<file path="src/rtl/voltage_frame_pkg.sv">
// Shared definitions for the voltage frame transmitter.
//   state_t      : frame FSM state encoding
//   ASCII_*      : fixed characters of a text line
//   LINE_LEN     : bytes per channel line ("Ccc=d.dddV\r\n")
package voltage_frame_pkg;

  typedef enum logic [2:0] {
    ST_IDLE,
    ST_FETCH,
    ST_CONV,
    ST_SEND,
    ST_DONE
  } state_t;

  localparam logic [7:0] ASCII_C   = 8'h43;
  localparam logic [7:0] ASCII_EQ  = 8'h3D;
  localparam logic [7:0] ASCII_DOT = 8'h2E;
  localparam logic [7:0] ASCII_V   = 8'h56;
  localparam logic [7:0] ASCII_CR  = 8'h0D;
  localparam logic [7:0] ASCII_LF  = 8'h0A;
  localparam logic [7:0] ASCII_0   = 8'h30;

  localparam int LINE_LEN = 12;

endpackage

</file>
<file path="src/rtl/bin2bcd.sv">
// Sequential double-dabble converter: VAL_W-bit binary to four BCD digits.
// Ports:
//   clk, reset : clock, synchronous active-low reset
//   start      : one-cycle pulse, captures bin
//   bin        : binary input (must be <= 9999 for a meaningful result)
//   bcd        : {thousands, hundreds, tens, units}, held until next start
//   done       : one-cycle pulse when bcd is valid, VAL_W+1 cycles after start
module bin2bcd #(
  parameter int VAL_W = 14
) (
  input  logic             clk,
  input  logic             reset,
  input  logic             start,
  input  logic [VAL_W-1:0] bin,
  output logic [15:0]      bcd,
  output logic             done
);

  localparam int CNT_W = $clog2(VAL_W + 2);

  logic [VAL_W-1:0] bin_p0;
  logic [15:0]      acc_p0;
  logic [15:0]      adj;
  logic [CNT_W-1:0] cnt;
  logic             run;

  // Add 3 to every digit >= 5 so the following left shift carries correctly.
  always_comb begin
    adj = acc_p0;
    for (int i = 0; i < 4; i++) begin
      if (acc_p0[4*i +: 4] >= 4'd5) adj[4*i +: 4] = acc_p0[4*i +: 4] + 4'd3;
    end
  end

  always_ff @(posedge clk) begin
    if (!reset) begin
      run  <= 1'b0;
      cnt  <= '0;
      done <= 1'b0;
    end else begin
      done <= 1'b0;
      if (start) begin
        run <= 1'b1;
        cnt <= CNT_W'(VAL_W + 1);
      end else if (run) begin
        cnt <= cnt - 1'b1;
        if (cnt == CNT_W'(1)) begin
          run  <= 1'b0;
          done <= 1'b1;
        end
      end
    end
  end

  // Shift stage: one adjust+shift step per cycle for VAL_W cycles, then publish.
  always_ff @(posedge clk) begin
    if (start) begin
      bin_p0 <= bin;
      acc_p0 <= '0;
    end else if (run && cnt > CNT_W'(1)) begin
      acc_p0 <= {adj[14:0], bin_p0[VAL_W-1]};
      bin_p0 <= {bin_p0[VAL_W-2:0], 1'b0};
    end
    if (run && cnt == CNT_W'(1)) bcd <= acc_p0;
  end

endmodule

</file>
<file path="src/rtl/voltage_frame_tx.sv">
// Formats all channel millivolt readings as ASCII lines "Ccc=d.dddV\r\n" and
// writes them byte by byte into the UART TX FIFO.
// Ports:
//   clk, reset  : clock, synchronous active-low reset
//   start       : one-cycle pulse, begins a frame (ignored while busy/done)
//   ch_addr     : channel being read from the value bank
//   ch_mv       : millivolt value of ch_addr, valid one cycle after ch_addr
//   tx_full     : FIFO full, write is withheld while high
//   wr_uart     : FIFO write strobe
//   w_data      : byte presented to the FIFO
//   busy        : frame in progress
//   frame_done  : one-cycle pulse after the last byte has been accepted
module voltage_frame_tx
  import voltage_frame_pkg::*;
#(
  parameter int N_CH   = 13,
  parameter int CH_W   = 4,
  parameter int VAL_W  = 14,
  parameter int MAX_MV = 9999
) (
  input  logic            clk,
  input  logic            reset,
  input  logic            start,
  output logic [CH_W-1:0] ch_addr,
  input  logic [VAL_W-1:0] ch_mv,
  input  logic            tx_full,
  output logic            wr_uart,
  output logic [7:0]      w_data,
  output logic            busy,
  output logic            frame_done
);

  state_t          state, state_nx;
  logic [CH_W-1:0] ch_addr_nx;
  logic [3:0]      idx, idx_nx;
  logic            fetch_wait, fetch_wait_nx;
  logic            conv_start;
  logic [VAL_W-1:0] conv_in;
  logic [15:0]     bcd;
  logic            conv_done;
  logic [7:0]      line_byte;

  function automatic logic [VAL_W-1:0] sat_mv(input logic [VAL_W-1:0] v);
    if (v > VAL_W'(MAX_MV)) return VAL_W'(MAX_MV);
    return v;
  endfunction

  function automatic logic [7:0] digit(input logic [3:0] d);
    return ASCII_0 + {4'b0, d};
  endfunction

  function automatic logic [7:0] ch_tens(input logic [CH_W-1:0] c);
    return ASCII_0 + 8'(int'(c) / 10);
  endfunction

  function automatic logic [7:0] ch_units(input logic [CH_W-1:0] c);
    return ASCII_0 + 8'(int'(c) % 10);
  endfunction

  bin2bcd #(.VAL_W(VAL_W)) u_bin2bcd (
    .clk   (clk),
    .reset (reset),
    .start (conv_start),
    .bin   (conv_in),
    .bcd   (bcd),
    .done  (conv_done)
  );

  always_comb begin
    case (idx)
      4'd0:    line_byte = ASCII_C;
      4'd1:    line_byte = ch_tens(ch_addr);
      4'd2:    line_byte = ch_units(ch_addr);
      4'd3:    line_byte = ASCII_EQ;
      4'd4:    line_byte = digit(bcd[15:12]);
      4'd5:    line_byte = ASCII_DOT;
      4'd6:    line_byte = digit(bcd[11:8]);
      4'd7:    line_byte = digit(bcd[7:4]);
      4'd8:    line_byte = digit(bcd[3:0]);
      4'd9:    line_byte = ASCII_V;
      4'd10:   line_byte = ASCII_CR;
      4'd11:   line_byte = ASCII_LF;
      default: line_byte = 8'h00;
    endcase
  end

  always_comb begin
    state_nx      = state;
    ch_addr_nx    = ch_addr;
    idx_nx        = idx;
    fetch_wait_nx = fetch_wait;
    busy          = 1'b0;
    wr_uart       = 1'b0;
    w_data        = 8'h00;
    frame_done    = 1'b0;
    conv_start    = 1'b0;
    conv_in       = sat_mv(ch_mv);
    case (state)
      ST_IDLE: begin
        if (start) begin
          state_nx      = ST_FETCH;
          ch_addr_nx    = '0;
          fetch_wait_nx = 1'b1;
        end
      end
      ST_FETCH: begin
        busy = 1'b1;
        // First cycle lets the value bank follow the new ch_addr.
        if (fetch_wait) begin
          fetch_wait_nx = 1'b0;
        end else begin
          conv_start = 1'b1;
          state_nx   = ST_CONV;
        end
      end
      ST_CONV: begin
        busy = 1'b1;
        if (conv_done) begin
          state_nx = ST_SEND;
          idx_nx   = '0;
        end
      end
      ST_SEND: begin
        busy    = 1'b1;
        w_data  = line_byte;
        wr_uart = ~tx_full;
        if (!tx_full) begin
          if (idx == 4'(LINE_LEN - 1)) begin
            idx_nx = '0;
            if (ch_addr == CH_W'(N_CH - 1)) begin
              state_nx = ST_DONE;
            end else begin
              ch_addr_nx    = ch_addr + 1'b1;
              fetch_wait_nx = 1'b1;
              state_nx      = ST_FETCH;
            end
          end else begin
            idx_nx = idx + 1'b1;
          end
        end
      end
      ST_DONE: begin
        frame_done = 1'b1;
        state_nx   = ST_IDLE;
      end
      default: state_nx = ST_IDLE;
    endcase
  end

  always_ff @(posedge clk) begin
    if (!reset) begin
      state      <= ST_IDLE;
      ch_addr    <= '0;
      idx        <= '0;
      fetch_wait <= 1'b0;
    end else begin
      state      <= state_nx;
      ch_addr    <= ch_addr_nx;
      idx        <= idx_nx;
      fetch_wait <= fetch_wait_nx;
    end
  end

endmodule

</file>
<file path="config.mk">
export PLATFORM = sky130hd
export DESIGN_NAME = voltage_frame_tx
export DESIGN_NICKNAME = d
export VERILOG_FILES = /design/src/rtl/voltage_frame_pkg.sv /design/src/rtl/bin2bcd.sv /design/src/rtl/voltage_frame_tx.sv
export SDC_FILE = /design/constraint.sdc
export NUM_CORES = 1
export LEC_CHECK = 0
export ABC_AREA = 1
export BUFFER_PORTS_ARGS = -buffer_cell sky130_fd_sc_hd__buf_4
export CORE_MARGIN = 2
export CORE_UTILIZATION = 54
export DETAILED_ROUTE_END_ITERATION = 8
export MAX_ROUTING_LAYER = met4
export PLACE_DENSITY = 0.76
export SYNTH_ARGS = -nofsm -noshare
export SYNTH_HDL_FRONTEND = slang
export SYNTH_SLANG_ARGS = --single-unit
export TNS_END_PERCENT = 5
</file>
<file path="constraint.sdc">
create_clock -name clk -period 1.7 [get_ports clk]
set_input_delay 0.085 -clock clk [delete_from_list [all_inputs] [get_ports clk]]
set_output_delay 0.085 -clock clk [all_outputs]
set_load 0.01 [all_outputs]
</file>
==> impl_metrics.env <==
export IMPL_status="finished, violations left"
export IMPL_failed_checks="setup timing"
export IMPL_syn_area_mm2=0.00366
export IMPL_worstPathCellList="ha_4, nand4_1, nor2_1, inv_1, ha_1, a21oi_1, a21oi_1, buf_4"
export IMPL_drt_total_wl_um=7830
export IMPL_core_mm2=0.00646
export IMPL_path_max_fanout=7
export IMPL_cp_end_kind="output pin"
export IMPL_clock_sinks=64
export IMPL_power_frac_clock_pct=23.5
export IMPL_syn_num_nets=512
export IMPL_vias_per_cell=5.21
export IMPL_synth_warnings=0
export IMPL_hp_class="primary input to register"
export IMPL_globalRouteOverflowTotal=0
export IMPL_gp_congestion=0.930
export IMPL_cts_root_buf="clkbuf_8"
export IMPL_power_frac_comb_pct=34.6
export IMPL_synthCells=472
export IMPL_fin_util_pct=69.8
export IMPL_dr_total_vias=3214
export IMPL_pin_count=33
export IMPL_vdd_ir_drop_worst_v=0.000968
export IMPL_port_buffers=32
export IMPL_arrival_ps=1850
export IMPL_rsz0062_at_grt="yes"
export IMPL_crit_required_ps=1620
export IMPL_fin_ws_ps=-238
export IMPL_num_rows=29
export IMPL_die_h_um=86.3
export IMPL_ant_nets=0
export IMPL_critPathTopFamily="adder cells"
export IMPL_fmax_mhz=516
export IMPL_yosysTopAreaCellShare_pct=24.6
export IMPL_drv_slew=0
export IMPL_dieWidth_um=86.3
export IMPL_grt_pass1_wl_um=13700
export IMPL_drc=0
export IMPL_drv_cap=0
export IMPL_worst_hold_slack_ps=51.3
export IMPL_postPlaceCellArea_mm2=0.00414
export IMPL_first_iter_violations=190
export IMPL_fillers=514
export IMPL_share_seq_of_total_power_pct=41.9
export IMPL_critPathBufInv=2
export IMPL_synth_edf_count=30
export IMPL_cts_tree="done"
export IMPL_cts_max_path_buffers=2
export IMPL_syn2layout_area_growth_pct=23.3
export IMPL_grt_max_degree=24
export IMPL_grt_antenna_before_repair=0
export IMPL_p_sw_share_pct=35.8
export IMPL_gr_usage_all_layers_pct=23.8
export IMPL_h_tree_depth=3
export IMPL_ys_flop_type="dfxtp_1"
export IMPL_period_needed_ps=1940
export IMPL_crit_type="register to output pin"
export IMPL_synth_top_area_cell="edfxtp_1"
export IMPL_switching_power_mw=1.96
export IMPL_setup_tns_ps=-810
export IMPL_startpoint_type="register"
export IMPL_clkLatencyLatePin_ps=340
export IMPL_fp_dieArea_mm2=0.00745
export IMPL_power_density_mw_per_mm2=1210
export IMPL_yosysUniqueCellTypes=35
export IMPL_hpwlAfterDp_um=5590
export IMPL_design_area_mm2=0.00451
export IMPL_slowest_stage="dfxtp_4"
export IMPL_drive_gt1_share_pct=25.0
export IMPL_hold_viol=0
export IMPL_cts_reportedPaths_clkPinSlew_ps=80
export IMPL_num_nets_final=575
export IMPL_leakage_nw=2.04
export IMPL_grt_pass1_vias=3107
export IMPL_first_pass_iters=4
export IMPL_async_flop_share_pct=0
export IMPL_final_cells=617
export IMPL_fin_crit_sh_pct=114
export IMPL_setup_viol=8
export IMPL_slew_headroom_pct=74.8
export IMPL_avgSynthCellArea_um2=7.75
export IMPL_dp_cells=596
export IMPL_cp_slowest_stage_delay_ps=410
export IMPL_antenna_cells=0
export IMPL_ys_seq_area_share_pct=43.2
export IMPL_p_int_mw=3.51
export IMPL_yosys_top_cells_area="edfxtp_1 25%, dfxtp_1 19%, nand2_1 11%, ha_1 7.5%, nor2_1 6.3%"
export IMPL_finClkSkew_ps=12.0
export IMPL_initial_utilization_pct=56.6
export IMPL_wl_per_cell_um=12.7
export IMPL_numCtsBuffers=9
export IMPL_crit_top_cell="a21oi_1"
export IMPL_dpl_worst_slack_ps=10.0
export IMPL_synth_seq_cells=64
export IMPL_worstMarginPinSlew_ps=378
export IMPL_power_mw=5.47
[power by group through the flow]
stage	sequential, mW	combinational (mW)	clock, mW
finish	2.30	1.89	1.28
global route	2.35	2.13	1.37
CTS	2.29	1.88	1.30
detailed placement	2.31	1.81	0
global placement	2.30	1.76	0
floorplan	2.23	1.32	0
[flip-flops by register name, indices dropped and copies added (netlist names)]
| name | cells |
|---|---|
| u_bin2bcd.bcd | 16 |
| u_bin2bcd.run | 1 |
| u_bin2bcd.bin_p0 | 14 |
| idx | 4 |
| u_bin2bcd.cnt | 4 |
| state | 3 |
| u_bin2bcd.acc_p0 | 16 |
| ch_addr | 4 |
| u_bin2bcd.done | 1 |
| fetch_wait | 1 |
[layout by cell type (no fill, tap or decap), types with 3 or more instances in the layout]
| cell | netlist | routed |
|---|---|---|
| nand2_1 | 108 | 104 |
| buf_4 | 2 | 58 |
| nor2_1 | 61 | 56 |
| inv_1 | 60 | 50 |
| nand3_1 | 36 | 35 |
| a21oi_1 | 33 | 33 |
| edfxtp_1 | 30 | 30 |
| dfxtp_1 | 34 | 25 |
| o21ai_0 | 25 | 22 |
| ha_1 | 22 | 16 |
| inv_2 | 4 | 12 |
| clkbuf_8 | 0 | 9 |
| nand2_2 | 4 | 8 |
| nor2_4 | 2 | 6 |
| dfxtp_2 | 0 | 6 |
| o21ai_2 | 4 | 5 |
| nand4_1 | 5 | 5 |
| xor2_1 | 5 | 5 |
| o211ai_1 | 4 | 4 |
| o22ai_1 | 4 | 4 |
| inv_4 | 1 | 3 |
| nor2_2 | 2 | 3 |
| ha_2 | 0 | 3 |
| ha_4 | 0 | 3 |
| dfxtp_4 | 0 | 3 |
| clkinvlp_4 | 0 | 3 |
[cell usage after synthesis, types with 2 or more instances]
cell	instances
a21oi_1	33
buf_2	4
buf_4	2
buf_6	2
clkbuf_1	2
dfxtp_1	34
edfxtp_1	30
ha_1	22
inv_1	60
inv_2	4
nand2_1	108
nand2_2	4
nand3_1	36
nand3_2	2
nand3b_1	2
nand4_1	5
nor2_1	61
nor2_2	2
nor2_4	2
nor3_1	2
o211ai_1	4
o21a_1	2
o21ai_0	25
o21ai_2	4
o22ai_1	4
o31ai_1	2
xnor2_1	2
xor2_1	5
[layer usage]
layer | vias up | routed length, µm | global-route usage [%]
met1 | 1454 | 3480 | 28.9
met2 | 76 | 3920 | 39.3
met4 | 0 | 142 | 10.7
met3 | 12 | 287 | 3.62
met5 | - | 0 | -
li1 | 1672 | - | -
[layout make-up]
type | instances | area, µm² | area share (%)
multi-input combinational | 333 | 1870 | 41.4
clock buffer | 10 | 128 | 2.83
timing repair buffer | 62 | 497 | 11.0
clock inverter | 6 | 70.1 | 1.55
tap | 77 | 96.3 | 2.14
sequential | 64 | 1600 | 35.5
inverter | 65 | 251 | 5.58
[cells by family (layout without fill, tap and decap cells)]
family          Yosys count  count (layout)  synth area share (%)
xor+xnor                  7               7                  1.68
buf+inv                  75             143                  8.52
flops                    64              64                  43.2
fa+ha+maj                22              22                  7.53
compound gates           74              74                  11.2
simple gates            230             230                  27.8
[timing repair]
action                     in CTS  in global routing
setup buffers                   4                  0
pin swaps                      13                  6
hold buffers                    1                  0
hold endpoints to repair        2                  0
setup endpoints to repair       8                 30
resized for setup              44                  9
[worst paths after layout]
path	end	slack, ps	start	cells past startpoint
worst min register to register	u_bin2bcd.acc_p0[0]	450	u_bin2bcd.bin_p0[13]	2
worst max-delay path	w_data[5]	-240	ch_addr[1]	8
worst max register to register	ch_addr[1]	170	idx[1]	9
worst min-delay path	u_bin2bcd.bin_p0[6]	50	ch_mv[6]	3
[worst reg2reg max path, stage by stage (launching register included)]
cell	delay [ps]
dfxtp_2	350
buf_4	140
ha_2	210
nand3_2	150
nand2_2	130
nand2_1	90
nor2_4	150
nand3_1	90
nand2_1	80
nor2_1	40
(Power assumes the default switching activity.)
